`src/rtl/ripple_count_monitor.sv`:
```
// Monitors a free-running 4-bit ripple counter from another clock domain.
// Filters and synchronizes the count, extends it with a wrap counter, flags anomalies, and serves snapshots.
module ripple_count_monitor (
  input  logic        clk,
  input  logic        reset,
  input  logic [3:0]  q_in,
  input  logic        clr,
  input  logic        rd_req,
  output logic [3:0]  cnt_q,
  output logic [11:0] ext_count,
  output logic        rd_valid,
  output logic [11:0] snap,
  output logic        ovf,
  output logic        skip_err
);

  typedef enum logic [1:0] {
    IDLE = 2'd0,
    CAPT = 2'd1,
    HOLD = 2'd2
  } state_t;

  logic [3:0]  r_s1;
  logic [3:0]  r_s2;
  logic [3:0]  r_s3;
  logic [1:0]  r_fill;
  logic [3:0]  r_cnt;
  logic [7:0]  r_wrap;
  logic        r_primed;
  logic        r_ovf;
  logic        r_skip;
  logic [11:0] r_snap;
  logic        r_rd_valid;
  state_t      r_state;

  logic        w_accept;
  logic        w_moved;
  logic        w_wrap;
  logic        w_skip;
  logic [3:0]  w_next;
  logic [11:0] w_ext;

  // Until the pipeline holds real samples, the reset zeros in s2/s3 must not be taken as a count.
  assign w_accept = (r_s2 == r_s3) && (r_primed || (r_fill == 2'd3));
  assign w_next   = r_cnt + 4'd1;
  assign w_moved  = w_accept && r_primed && (r_s2 != r_cnt);
  assign w_wrap   = w_moved && (r_s2 < r_cnt);
  assign w_skip   = w_moved && (r_s2 != w_next);
  assign w_ext    = {r_wrap, r_cnt};

  // Synchronizer plus stability-compare stage, and pipeline fill tracking.
  always_ff @(posedge clk or negedge reset) begin
    if (!reset) begin
      r_s1   <= 4'd0;
      r_s2   <= 4'd0;
      r_s3   <= 4'd0;
      r_fill <= 2'd0;
    end else begin
      r_s1 <= q_in;
      r_s2 <= r_s1;
      r_s3 <= r_s2;
      if (r_fill != 2'd3) begin
        r_fill <= r_fill + 2'd1;
      end else begin
        r_fill <= r_fill;
      end
    end
  end

  // Filtered count register and primed flag.
  always_ff @(posedge clk or negedge reset) begin
    if (!reset) begin
      r_cnt    <= 4'd0;
      r_primed <= 1'b0;
    end else if (w_accept) begin
      r_cnt    <= r_s2;
      r_primed <= 1'b1;
    end else begin
      r_cnt    <= r_cnt;
      r_primed <= r_primed;
    end
  end

  // Wrap counter and sticky error flags; clr wins over a same-edge event.
  always_ff @(posedge clk or negedge reset) begin
    if (!reset) begin
      r_wrap <= 8'd0;
      r_ovf  <= 1'b0;
      r_skip <= 1'b0;
    end else if (clr) begin
      r_wrap <= 8'd0;
      r_ovf  <= 1'b0;
      r_skip <= 1'b0;
    end else begin
      if (w_wrap) begin
        if (r_wrap == 8'hFF) begin
          r_ovf <= 1'b1;
        end else begin
          r_wrap <= r_wrap + 8'd1;
        end
      end
      if (w_skip) begin
        r_skip <= 1'b1;
      end
    end
  end

  // Snapshot handshake FSM with registered rd_valid.
  always_ff @(posedge clk or negedge reset) begin
    if (!reset) begin
      r_state    <= IDLE;
      r_snap     <= 12'd0;
      r_rd_valid <= 1'b0;
    end else begin
      case (r_state)
        IDLE: begin
          r_rd_valid <= 1'b0;
          if (rd_req) begin
            r_state <= CAPT;
          end
        end
        CAPT: begin
          r_snap     <= w_ext;
          r_rd_valid <= 1'b1;
          r_state    <= HOLD;
        end
        HOLD: begin
          if (!rd_req) begin
            r_rd_valid <= 1'b0;
            r_state    <= IDLE;
          end else begin
            r_rd_valid <= 1'b1;
          end
        end
        default: begin
          r_rd_valid <= 1'b0;
          r_state    <= IDLE;
        end
      endcase
    end
  end

  assign cnt_q     = r_cnt;
  assign ext_count = w_ext;
  assign rd_valid  = r_rd_valid;
  assign snap      = r_snap;
  assign ovf       = r_ovf;
  assign skip_err  = r_skip;

endmodule

```
`config.mk`:
```
export PLATFORM = sky130hd
export DESIGN_NAME = ripple_count_monitor
export DESIGN_NICKNAME = d
export VERILOG_FILES = /design/src/rtl/ripple_count_monitor.sv
export SDC_FILE = /design/constraint.sdc
export NUM_CORES = 1
export LEC_CHECK = 0
export CORE_ASPECT_RATIO = 0.9
export CORE_MARGIN = 5
export CORE_UTILIZATION = 40
export CTS_BUF_LIST = sky130_fd_sc_hd__clkbuf_4 sky130_fd_sc_hd__clkbuf_8
export CTS_CLUSTER_DIAMETER = 30
export DETAILED_ROUTE_END_ITERATION = 16
export PLACE_DENSITY = 0.61
export SLEW_MARGIN = 20
export SYNTH_ARGS = -nofsm -noshare
export SYNTH_HDL_FRONTEND = slang
export SYNTH_SLANG_ARGS = --single-unit
```
`constraint.sdc`:
```
create_clock -name clk -period 5.4 [get_ports clk]
set_clock_uncertainty 0.05 [all_clocks]
set_input_delay 1.35 -clock clk [delete_from_list [all_inputs] [get_ports clk]]
set_output_delay 1.35 -clock clk [all_outputs]
set_load 0.01 [all_outputs]
```
==> results.md, run 1 <==
- Status: finished clean
- Sum Neg Setup Slack: 0 ns
- Sequential area share after synthesis: 55.4%
- Post-Synthesis Cell Area: around 2000 sq um
- Post-synthesis adder-cell area fraction: between 6 and 7%
- Routed vias: 1292
- CTS tree: built
- Fmax: between 300 and 400 MHz
- Final ANT Viol Nets: 0
- Largest family of logic cells by synthesized area: simple AND/OR/NAND/NOR gates
- Number of synthesized register bits: 44
- Clock buffer depth: 2
- Post-detail-place hpwl: about 2.7 mm
- Post-synthesis average cell area: approximately 12 sq um
- Die H: between 70 and 80 microns
- GRT Total Usage: around an eighth
- Share of the synthesized area in the top cell type: a little under three fifths
- # DRC: 0
- Worst-path fanout max: 8
- Synthesized netlist cell count: ~160
- Maxcap violations: 0
- Tcrit/Tclk final: between 50% and 60%
- Top FF cell, synth: dfrtp_1
- XOR/XNOR Fraction of Synth Area: a little under 4%
- Worst min-delay path category: register to register
- DIE AREA: around 6500 sq um
- Yosys cell types: 34
- Mux share of post-synthesis cell area: between 10% and 20%
- IO Port Bufs: 38
- Slew headroom: 57.5%
- Initial Util: between 40% and 50%
- H-tree Lvls: 2
- Num ports: 39
- First-pass GRT wire length: between 6 and 7 mm
- Slowest CP cell: clkdlybuf4s50_1
- Placer Congestion: between 0.7 and 0.8
- Tot Pwr: approximately 1000 uW
- Final min period: approximately 2.8 ns
- Setup violators final: 0
- Ys async rst share: 100%
- Area Overhead vs Synth: 26.8%
- RSZ-0062 raised after global routing: false
- Dpl ws: about 2.8 ns
- Routed WL per cell: approximately 14 microns
- Final worst slack: 2.63 ns
- Clk sinks: 44
- Drt first pass iters: 4
- Synth Area in Simple Gates: between 10% and 20%
- Inserted Clock Buffers: 5
- Ys Warns: 0
- Max Slew Vio Count: 0
- CP top delay family: buffers and inverters
- Worst Path Required: approximately 4 ns
- Layout cells sized above 1: ~15%
- Bufs and invs on worst path: 1
- Die W: 84.3 microns
- Post_cts resized: 0
- Vias per inst: around 5
- Ant. Diodes: 0
- Power Density: 395 nW/um^2
- Crit-path cells: clkdlybuf4s50_1
- 1st-iter DRT viols: 56
- Setup bufs post-CTS: 0
- Core area: between 4000 and 5000 sq um
- Setup crit start kind: register
- Skew-Pair Late Insertion Delay: roughly 0.30 ns
- Worst setup EP type: output port
- Vias in the first global route: about 1400
- Pleak: 0.00108 uW
- Top post-synthesis cells by area: dfrtp_1 55%, mux2_2 10%, ha_1 6.9%
- # rows: 24
- CP max stage delay: a little under 0.6 ns
- Arrival time at the worst endpoint: approximately 1.4 ns
- Slew of the pin with the lowest slew margin: about 0.64 ns
- Initial antenna violation count: 0
- Number of synthesized flops with an enable pin: 0
- Hold Buf Count CTS: 0
- Final Util: a little over half
- Reg clk slew, reported paths: roughly 0.080 ns
- Largest net degree at the start of global routing: 45
- Area leader, netlist: dfrtp_1
- Post-Route WL: 3.71 mm
- Nets: roughly 220
- Total grt overflow: 0
- Final hold vios: 0
- VDD IR max: ~0.00024 V
- Crit path kind: register to output port
- Fill count: about 430
- Compound-gate portion of the synthesized area: under 10%
- Syn Nets: 180
- Root Driver: clkbuf_8
-- metal layers --
| metal | up-vias | wire [microns] | GRT usage [%] | part of all wire (%) |
|---|---|---|---|---|
| li1 | 632 | - | - | - |
| met1 | 622 | 1650 | 15.3 | 45 |
| met2 | 31 | 1790 | 21.1 | 48 |
| met3 | 7 | 205 | 4.61 | 5.5 |
| met4 | 0 | 61 | 4.82 | 1.6 |
| met5 | - | 0 | 0 | 0 |
-- through the flow --
stage	instance area, sq um	hold slack, ns	std cells
2_1_floorplan	1990	0.281	161
3_3_place_gp	2390	0.283	256
3_5_place_dp	2390	0.286	256
4_1_cts	2520	0.305	264
5_1_grt	2520	0.314	264
6_report	2520	0.300	264
-- final timing paths --
kind | slack, ns | start | end | cells after the start
setup / recovery | 2.63 | r_wrap[2] | ext_count[6] | 1
hold / removal | 0.30 | r_s1[1] | r_s2[1] | 0
setup reg to reg | 3.11 | cnt_q[3] | r_wrap[4] | 7
hold reg to reg | 0.30 | r_s1[1] | r_s2[1] | 0
max in group asynchronous | 3.94 | reset | cnt_q[1] | 1
min in group asynchronous | 0.98 | reset | r_wrap[7] | 1
-- synth_stat cells (2+ instances only) --
master	n
nor3_1	4
nand2b_1	2
o21ai_0	5
o31ai_1	3
nor2b_1	4
nand2_1	5
or4_1	3
xor2_1	2
clkbuf_1	2
nor2_1	2
dfrtp_1	44
o21a_1	2
a21oi_1	7
mux2_2	18
ha_1	11
buf_4	4
or3_1	3
inv_1	10
xnor2_1	7
and3_1	3
nand3_1	7
-- report_power, final --
group / total, uW / switching [uW] / internal, uW
sequential: 411 / 38.9 / 372
combinational: 316 / 148 / 168
clock: 268 / 105 / 163
-- layout make-up --
type,instances,area [sq um],area share (%)
Inverter,10,37.5,1.49
Timing Repair Buffer,38,378,15.0
Clock inverter,1,30.0,1.19
Sequential cell,44,1100,43.7
Clock buffer,7,96.3,3.83
Multi-Input combinational cell,99,795,31.5
Tap cell,65,81.3,3.23
-- registers in the layout, summed over array words and instances (netlist names) --
register and cells:
cnt_q 4, ovf 1, r_fill 2, r_primed 1
r_s1 4, r_s2 4, r_s3 4, r_state 2
r_wrap 8, rd_valid 1, skip_err 1, snap 12
-- cell families after synthesis --
family / after synthesis
multiplexers: 19
adder cells (fa/ha/maj): 11
AND/OR/NAND/NOR: 38
AO/OA/AOI/OAI: 22
buffers and inverters: 18
XOR/XNOR: 9
flip-flops: 44
-- placed cells by master, fill, tap and decap left out, drive strengths merged, types with 2 or more instances in the layout --
cell	netlist	routed
clkdlybuf4s50	0	37
mux2	18	18
nand2	5	5
xor2	2	2
nand3	7	7
o21a	2	2
nor2	2	2
and3	3	3
xnor2	7	7
nand2b	2	2
nor2b	4	4
or3	3	3
inv	10	10
clkbuf	2	7
a21oi	7	7
or4	3	3
nor3	4	4
dfrtp	44	44
ha	11	11
nor3b	2	2
o21ai	5	5
o31ai	4	4
(Power assumes the default switching activity.)
==> run 2, diff against run 1 <==
==> constraint.sdc (replaced) <==
create_clock -name clk -period 2.7 [get_ports clk]
set_clock_uncertainty 0.05 [all_clocks]
set_input_delay 0.675 -clock clk [delete_from_list [all_inputs] [get_ports clk]]
set_output_delay 0.675 -clock clk [all_outputs]
set_load 0.01 [all_outputs]
==> results.md, run 2 (same netlist as run 1, synthesis figures left out) <==
- CP max stage delay: 0.52 ns (was 0.59 ns)
- Worst setup EP type: register (was output port)
- Num ports: 39 (unchanged)
- Clock buffer depth: 2 (unchanged)
- Arrival time at the worst endpoint: 2.42 ns (was 1.37 ns)
- Area Overhead vs Synth: 26.8% (unchanged)
- VDD IR max: 0.000499 V (was 0.000240 V)
- Routed WL per cell: 14.1 microns (was 14.0 microns)
- Inserted Clock Buffers: 5 (unchanged)
- Status: finished clean (unchanged)
- Met3 Track Usage GR: 4.18% (was 4.61%)
- Drt first pass iters: 4 (unchanged)
- Post_cts resized: 0 (unchanged)
- Ant. Diodes: 0 (unchanged)
- Final Util: 52.1% (unchanged)
- Reg power frac: 41.1% (was 41.3%)
- Sum Neg Setup Slack: 0 ns (unchanged)
- Skew-Pair Late Insertion Delay: 0.30 ns (about the same)
- Worst min-delay path category: register to register (unchanged)
- Max FFs per register: 12 (unchanged)
- Slew headroom: 57.3% (was 57.5%)
- Hold WS: 0.306 ns (was 0.300 ns)
- Met1 Use GR: 15.6% (was 15.3%)
- Final min period: 2.25 ns
- DIE AREA: 6480 sq um (unchanged)
- Post-Route WL: 3.74 mm (was 3.71 mm)
- Net Sw Frac: 30.6% (was 29.4%)
- Maxcap violations: 0 (unchanged)
- CTS tree: built (unchanged)
- Initial antenna violation count: 0 (unchanged)
- Die H: 76.9 microns (unchanged)
- Setup bufs post-CTS: 0 (unchanged)
- Vias in the first global route: 1330 (was 1426)
- RSZ-0062 raised after global routing: false (unchanged)
- Max Slew Vio Count: 0 (unchanged)
- IO Port Bufs: 38 (unchanged)
- Hold Buf Count CTS: 0 (unchanged)
- Pint: 1380 uW (was 703 uW)
- Reg clk slew, reported paths: 0.09 ns (was 0.08 ns)
- Fill count: 436 (was 429)
- Multi-input gate area: 795 sq um (unchanged)
- Final ANT Viol Nets: 0 (unchanged)
- First-pass GRT wire length: 6.57 mm (was 6.64 mm)
- Power Density: 792 nW/um^2 (was 395 nW/um^2)
- Switching pwr: 611 uW (was 292 uW)
- Grt met2 use: 19.3% (was 21.1%)
- Nets: 218 (was 217)
- H-tree Lvls: 2 (unchanged)
- Commonest non-fill, non-tap cell in the layout: dfrtp_1 (unchanged)
- Most frequent cells in the layout: 44 x dfrtp_1, 37 x clkdlybuf4s50_1, 18 x mux2_2, 11 x ha_1, 10 x inv_1 (unchanged)
- Total grt overflow: 0 (unchanged)
- GR peak layer: met2 (unchanged)
- Largest net degree at the start of global routing: 45 (unchanged)
- Initial Util: 41.1% (unchanged)
- Final hold vios: 0 (unchanged)
- Vias per inst: 5.00 (was 4.89)
- Crit path kind: register to register (was register to output port)
- Layout cells sized above 1: 15.5% (was 15.1%)
- Tcrit/Tclk final: between 80% and 90%
- Clk sinks: 44 (unchanged)
- GRT Total Usage: 12.7% (was 12.8%)
- Setup crit start kind: register (unchanged)
- Routed vias: 1324 (was 1292)
- Placer Congestion: 0.767 (was 0.757)
- Bufs and invs on worst path: 1 (unchanged)
- Pleak: 0.00108 uW (about the same)
- Comb power frac: 32.3% (was 31.8%)
- Setup violators final: 0 (unchanged)
- CP top delay family: simple AND/OR/NAND/NOR gates (was buffers and inverters)
- 1st-iter DRT viols: 51 (was 56)
- Post-detail-place hpwl: 2.71 mm (was 2.66 mm)
- Die W: 84.3 microns (unchanged)
- Worst-path fanout max: 8 (unchanged)
- Core area: 4830 sq um (unchanged)
- # rows: 24 (unchanged)
- # DRC: 0 (unchanged)
- Root Driver: clkbuf_8 (unchanged)
- Clock share of power: 26.6% (was 26.9%)
- Worst Path Required: 2.87 ns (was 4.00 ns)
- Register area: 1100 sq um (unchanged)
- Slowest CP cell: or4_1 (was clkdlybuf4s50_1)
- Crit-path cells: inv_1, ha_1, and4_4, nor3b_2, nand3_1, or4_1, a21oi_1 (was clkdlybuf4s50_1)
- Slew of the pin with the lowest slew margin: 0.641 ns (was 0.637 ns)
- Fmax: 445 MHz
-- run 2: routing by layer --
layer,vias to the layer above,part of all wire (%)
met5,-,0
met4,0,2.9
met3,10,6.0
met2,41,46
met1,638,45
li1,635,-
-- run 2: power by group through the flow --
stage	sequential [uW]	combinational (uW)	clock, uW
floorplan	847	384	0
global placement	827	625	0
detailed placement	834	652	0
CTS	823	657	548
global route	837	711	565
finish	819	644	531
-- run 2: final cells by class --
| type | count | area share [%] |
|---|---|---|
| repair buffers | 39 | 15.2 |
| well taps | 65 | 3.23 |
| clock buffers | 6 | 3.28 |
| flip-flops and latches | 44 | 43.7 |
| multi-input cells | 99 | 31.5 |
| clock inverters | 2 | 1.54 |
| inverters | 10 | 1.49 |
-- run 2: per-stage QoR --
step | power [uW] | instances | instance area [sq um] | worst slack, ns
after floorplan | 1230 | 161 | 1990 | 0.623
after global placement | 1450 | 257 | 2400 | 0.574
after detailed placement | 1490 | 257 | 2400 | 0.457
after CTS | 2030 | 265 | 2520 | 0.440
after global routing | 2110 | 265 | 2520 | 0.278
final | 2000 | 265 | 2520 | 0.452
-- run 2: path summary, 6_finish.rpt --
path                          start  cells past startpoint   endpoint  slack (ns)
setup reg to reg           cnt_q[2]                      7  r_wrap[4]        0.45
setup / recovery           cnt_q[2]                      7  r_wrap[4]        0.45
max in group asynchronous     reset                      2    snap[4]        1.83
hold / removal              r_s1[2]                      0    r_s2[2]        0.31
min in group asynchronous     reset                      2  r_wrap[7]        0.40
hold reg to reg             r_s1[2]                      0    r_s2[2]        0.31
-- run 2: worst register-to-register path, stage by stage (launching register included) --
cell,delay [ns]
dfrtp_1,0.45
inv_1,0.07
ha_1,0.32
and4_4,0.18
nor3b_2,0.17
nand3_1,0.23
or4_1,0.52
a21oi_1,0.16
